==> src/rtl/mult_issue_sequencer.sv <==
// mult_issue_sequencer
// Buffers 4-bit operand pairs in a small circular FIFO and issues them one
// at a time to an external mult_4x4 using a start/finish level handshake.
// Each product is held on a valid/ready output until it is taken. A job
// whose finish never arrives is dropped after TIMEOUT cycles and raises a
// sticky error flag. The multiplier is only restarted after its finish
// line has been seen low again.
module mult_issue_sequencer #(
  parameter int DEPTH   = 4,
  parameter int TIMEOUT = 255
) (
  input  logic                     clk,
  input  logic                     reset,
  input  logic                     in_valid,
  output logic                     in_ready,
  input  logic [3:0]               in_a,
  input  logic [3:0]               in_b,
  output logic                     mul_start,
  output logic [3:0]               mul_a,
  output logic [3:0]               mul_b,
  input  logic [7:0]               mul_o,
  input  logic                     mul_finish,
  output logic                     out_valid,
  input  logic                     out_ready,
  output logic [7:0]               out_prod,
  output logic [$clog2(DEPTH):0]   count,
  output logic                     err
);

  localparam int PW = $clog2(DEPTH);
  localparam int CW = PW + 1;
  localparam int TW = $clog2(TIMEOUT + 1);

  typedef enum logic [1:0] {
    IDLE  = 2'd0,
    WAIT  = 2'd1,
    HOLD  = 2'd2,
    DRAIN = 2'd3
  } state_t;

  state_t          state_q;
  state_t          state_d;

  // Operand storage: each entry is {a, b}.
  logic [7:0]      mem [DEPTH];
  logic [PW-1:0]   wr_ptr;
  logic [PW-1:0]   rd_ptr;
  logic [7:0]      head;

  logic [TW-1:0]   timer;

  logic            push;
  logic            pop;
  logic            capture;
  logic            timeout_hit;
  logic            release_out;

  // Readiness comes only from the registered occupancy, so a pop on the same
  // edge never lets a push into a full FIFO. Held low throughout reset.
  assign in_ready = reset && (count < CW'(DEPTH));
  assign push     = in_valid && in_ready;
  assign head     = mem[rd_ptr];

  // State register for the issue FSM.
  always_ff @(posedge clk) begin
    // NOTE: sequential state is always assigned with <= so every register
    // samples the pre-edge values of the others, independent of block order.
    if (!reset) begin
      state_q <= IDLE;
    end else begin
      state_q <= state_d;
    end
  end

  // Next-state and per-cycle event decode for the issue FSM.
  always_comb begin
    // NOTE: every output of this block gets a default before the case so no
    // path leaves it unassigned, which would otherwise infer a latch.
    state_d     = state_q;
    pop         = 1'b0;
    capture     = 1'b0;
    timeout_hit = 1'b0;
    release_out = 1'b0;
    case (state_q)
      IDLE: begin
        if (count != '0) begin
          pop     = 1'b1;
          state_d = WAIT;
        end
      end
      WAIT: begin
        // A finish on the same edge as the timeout takes precedence.
        if (mul_finish) begin
          capture = 1'b1;
          state_d = HOLD;
        end else if (timer == TW'(TIMEOUT - 1)) begin
          timeout_hit = 1'b1;
          state_d     = DRAIN;
        end
      end
      HOLD: begin
        if (out_ready) begin
          release_out = 1'b1;
          state_d     = DRAIN;
        end
      end
      DRAIN: begin
        // Wait for the multiplier to drop finish before issuing again.
        if (!mul_finish) begin
          state_d = IDLE;
        end
      end
      default: state_d = IDLE;
    endcase
  end

  // FIFO pointers and occupancy; pointers wrap naturally at DEPTH.
  always_ff @(posedge clk) begin
    if (!reset) begin
      wr_ptr <= '0;
      rd_ptr <= '0;
      count  <= '0;
    end else begin
      if (push) begin
        wr_ptr <= wr_ptr + PW'(1);
      end
      if (pop) begin
        rd_ptr <= rd_ptr + PW'(1);
      end
      case ({push, pop})
        2'b10:   count <= count + CW'(1);
        2'b01:   count <= count - CW'(1);
        default: count <= count;
      endcase
    end
  end

  // FIFO storage write port.
  always_ff @(posedge clk) begin
    // NOTE: the storage array is deliberately not reset; entries are only
    // ever read behind the reset-cleared pointers, so stale data is unreachable.
    if (push) begin
      mem[wr_ptr] <= {in_a, in_b};
    end
  end

  // Multiplier interface, wait timer, product register and sticky error.
  always_ff @(posedge clk) begin
    if (!reset) begin
      mul_start <= 1'b0;
      mul_a     <= '0;
      mul_b     <= '0;
      timer     <= '0;
      out_valid <= 1'b0;
      out_prod  <= '0;
      err       <= 1'b0;
    end else begin
      if (pop) begin
        mul_a     <= head[7:4];
        mul_b     <= head[3:0];
        mul_start <= 1'b1;
        timer     <= '0;
      end
      if (state_q == WAIT && !capture && !timeout_hit) begin
        timer <= timer + TW'(1);
      end
      if (capture) begin
        out_prod  <= mul_o;
        out_valid <= 1'b1;
        mul_start <= 1'b0;
      end
      if (timeout_hit) begin
        err       <= 1'b1;
        mul_start <= 1'b0;
      end
      if (release_out) begin
        out_valid <= 1'b0;
      end
    end
  end

endmodule
==> config.mk <==
export PLATFORM = sky130hd
export DESIGN_NAME = mult_issue_sequencer
export DESIGN_NICKNAME = d
export VERILOG_FILES = /design/src/rtl/mult_issue_sequencer.sv
export SDC_FILE = /design/constraint.sdc
export NUM_CORES = 1
export LEC_CHECK = 0
export CELL_PAD_IN_SITES_DETAIL_PLACEMENT = 1
export CELL_PAD_IN_SITES_GLOBAL_PLACEMENT = 1
export CORE_MARGIN = 8
export CORE_UTILIZATION = 31
export CTS_BUF_LIST = sky130_fd_sc_hd__clkbuf_4 sky130_fd_sc_hd__clkbuf_8
export CTS_CLUSTER_DIAMETER = 80
export DETAILED_ROUTE_END_ITERATION = 8
export PLACE_DENSITY = 0.72
export SYNTH_ARGS = -nofsm -noshare
export SYNTH_HDL_FRONTEND = slang
export SYNTH_SLANG_ARGS = --single-unit
==> constraint.sdc <==
create_clock -name clk -period 2.7 [get_ports clk]
set_input_delay 0.54 -clock clk [delete_from_list [all_inputs] [get_ports clk]]
set_output_delay 0.54 -clock clk [all_outputs]
set_load 0.03 [all_outputs]
==> impl_metrics.toml <==
[outcome]
run_status = "finished, final reports clean"

[clocking]
cts_tree = "yes"
cts_inserted_buffers = 9
clkSinkCount = 68
cells_resized_by_post_cts_repair = 0
worst_skew_pair.late_latency_ns = 0.34
h-tree-depth = 3
cts_hold_repair.buffers = 0
clockRootBuffer = "sky130_fd_sc_hd__clkbuf_8"
clk_path_buf_depth = 2
cts_post_setup_buffers_inserted = 0
clock_edge_transition_at_the_registers_on_the_reported_setup_and_hold_paths_ns = 0.08

[timing]
max_slew_margin = 0.562
timing_hold_violations_final = 0
setup_repair_after_global_routing_missed_its_margin = "false"
timing_worst_slew_pin_value_ns = 0.656
finalSetupTns_ns = 0
setup_viol_count_final = 0
layout_worst_path_cycle_share = 0.849
period_minus_slack_ns = 2.29
fmaxAchievable_mhz = 436
skew_ns = 0.00966
finalMaxSlewViolations = 0

[yosys]
syn_avg_cell_area_um2 = 11.6
ys_async_sr_fraction = 0
synth_nets = 282
ys.flop_type = "sky130_fd_sc_hd__dfxtp_1"
yosysTopAreaCellShare = 0.335
synth.top_cells.by_area = "sky130_fd_sc_hd__edfxtp_1 34%, sky130_fd_sc_hd__dfxtp_1 25%, sky130_fd_sc_hd__mux4_2 6.3%, sky130_fd_sc_hd__ha_1 5.2%, sky130_fd_sc_hd__nand2_1 5.0%"
seq_area_frac_synth = 0.587
synth-warning-count = 0
post-synth-top-area-cell = "sky130_fd_sc_hd__edfxtp_1"
syn_area_um2 = 2870
post_synth_num_cell_types = 42
synth_enable_flop_cells = 32
most_repeated_cell_in_the_gate_level_netlist_after_synthesis = "sky130_fd_sc_hd__nand2_1"
ys_top_cells_by_count = "38 x sky130_fd_sc_hd__nand2_1, 36 x sky130_fd_sc_hd__dfxtp_1, 32 x sky130_fd_sc_hd__edfxtp_1"
synth_seq_cells = 68
post_synth_inst_count = 248

[routing]
route.vias.total = 2053
postRouteWirelength_um = 6870
detail_route.iter0.violations = 67
drt_drc_violations_left = 0
wire_per_inst_um = 16.5
antenna_left = 0
drt_first_pass_iters = 4
drt-vias-per-instance = 4.94

[placement]
placement.io_buffers = 43
gp_routability_congestion = 0.749
dp.final_hpwl_um = 4940

[critical_path]
crit_path_max_fanout = 2
endpoint_kind = "register"
timing.setup.critical_path_class = "in2reg"
cp-start-kind = "input port"
critPathRequiredTime_ns = 2.98
cp.arrival_ns = 2.57

[global_route]
track_usage = 0.113
via_count_of_the_first_global_routing_pass = 2164
grt_antenna_before_repair = 0
grt_first_pass_wirelength_um = 11200
grt_start_max_net_pins = 18
gr-total-overflow = 0

[power_and_ir_drop]
report.power.total_mw = 3.64
power_density_nw_per_um2 = 983
cellLeakagePower_nw = 1.28
ir_worst_vdd_uv = 475

[floorplanning]
die-area_um2 = 12600
core-area_um2 = 9110
floorplan_die_height_um = 112
io_pins = 44
start_util = 0.315
num_rows = 35
die_w_um = 112

[job]
timing.max_cap.violations = 0

[cells_and_area]
nets = 334
post_synthesis_to_final_layout_area_growth_pct = 29.2
antenna_cells = 0
final_layout_size_suffix_gt1_frac = 0.121

[hold_path]
worst_hold_path_type = "reg2reg"
through the flow:
| stage | setup slack (ns) | utilization | std cells | cell area, um^2 | hold slack (ns) |
|---|---|---|---|---|---|
| 2_1_floorplan | 0.305 | - | 248 | 2870 | 0.488 |
| 3_3_place_gp | 0.110 | 0.379 | 400 | 3450 | 0.444 |
| 3_5_place_dp | 0.0446 | 0.379 | 400 | 3450 | 0.451 |
| 4_1_cts | 0.407 | 0.406 | 416 | 3700 | 0.463 |
| 5_1_grt | 0.265 | 0.406 | 416 | 3700 | 0.487 |
| 6_report | 0.408 | 0.406 | 416 | 3700 | 0.462 |
logic make-up after synthesis:
| logic type | after synthesis | share of synthesized area |
|---|---|---|
| XOR/XNOR | 5 | 0.0153 |
| flip-flops | 68 | 0.587 |
| buffers and inverters | 23 | 0.0319 |
| AO/OA/AOI/OAI | 47 | 0.103 |
| adder cells (fa/ha/maj) | 13 | 0.0594 |
| AND/OR/NAND/NOR | 84 | 0.141 |
| multiplexers | 8 | 0.0629 |
worst paths after layout:
kind	from	end	slack, ns	cells after the start
worst max-delay path	reset	count[2]	0.41	10
worst min-delay path	out_prod[7]	out_prod[7]	0.46	2
worst max register to register	state_q[0]	count[2]	0.58	10
worst min register to register	out_prod[7]	out_prod[7]	0.46	2
per-layer routing:
metal / track usage / share of wire / up-vias
li1: - / - / 1006
met1: 0.125 / 0.42 / 1016
met2: 0.200 / 0.54 / 26
met3: 0.0322 / 0.034 / 5
met4: 0.0405 / 0.0057 / 0
met5: 0 / 0 / -
cell usage in the layout, fill, tap and decap left out, types with 10 or more instances in the layout:
cell | synthesis | routed
sky130_fd_sc_hd__clkdlybuf4s50_1 | 0 | 42
sky130_fd_sc_hd__nand2_1 | 38 | 38
sky130_fd_sc_hd__dfxtp_1 | 36 | 36
sky130_fd_sc_hd__edfxtp_1 | 32 | 32
sky130_fd_sc_hd__a21oi_1 | 24 | 24
sky130_fd_sc_hd__nand3_1 | 13 | 13
sky130_fd_sc_hd__inv_1 | 12 | 12
sky130_fd_sc_hd__ha_1 | 12 | 12
sky130_fd_sc_hd__buf_4 | 0 | 10
state kept, by name, summed over array words and instances, names as in the netlist:
name	flops
mem	32
out_prod	8
timer	8
mul_a	4
mul_b	4
count	3
rd_ptr	2
state_q	2
wr_ptr	2
err	1
mul_start	1
out_valid	1
power by group:
| group | internal [mW] | total [mW] | switching (mW) | leakage, nW |
|---|---|---|---|---|
| Sequential | 1.23 | 1.36 | 0.128 | 0.584 |
| Clock | 0.620 | 1.04 | 0.418 | 0.120 |
| Combinational | 0.515 | 1.25 | 0.730 | 0.579 |
critical path, cell delays in order:
cell and delay [ns]:
sky130_fd_sc_hd__clkdlybuf4s50_1 0.41, sky130_fd_sc_hd__and2b_1 0.18, sky130_fd_sc_hd__and2_1 0.17, sky130_fd_sc_hd__inv_1 0.06, sky130_fd_sc_hd__ha_1 0.17, sky130_fd_sc_hd__inv_1 0.06, sky130_fd_sc_hd__fa_1 0.37, sky130_fd_sc_hd__xor2_1 0.16
sky130_fd_sc_hd__or3_1 0.31, sky130_fd_sc_hd__a21oi_1 0.14
area by class of cell:
cell class                      count  area [um^2]
Multi-Input combinational cell    157         1090
Clock buffer                        9          124
Fill cell                        1004         5410
Timing Repair Buffer               52          495
Clock inverter                      7          124
Inverter                           12         45.0
Sequential cell                    68         1680
Tap cell                          111          139
Power figures use the tool's default switching activity.
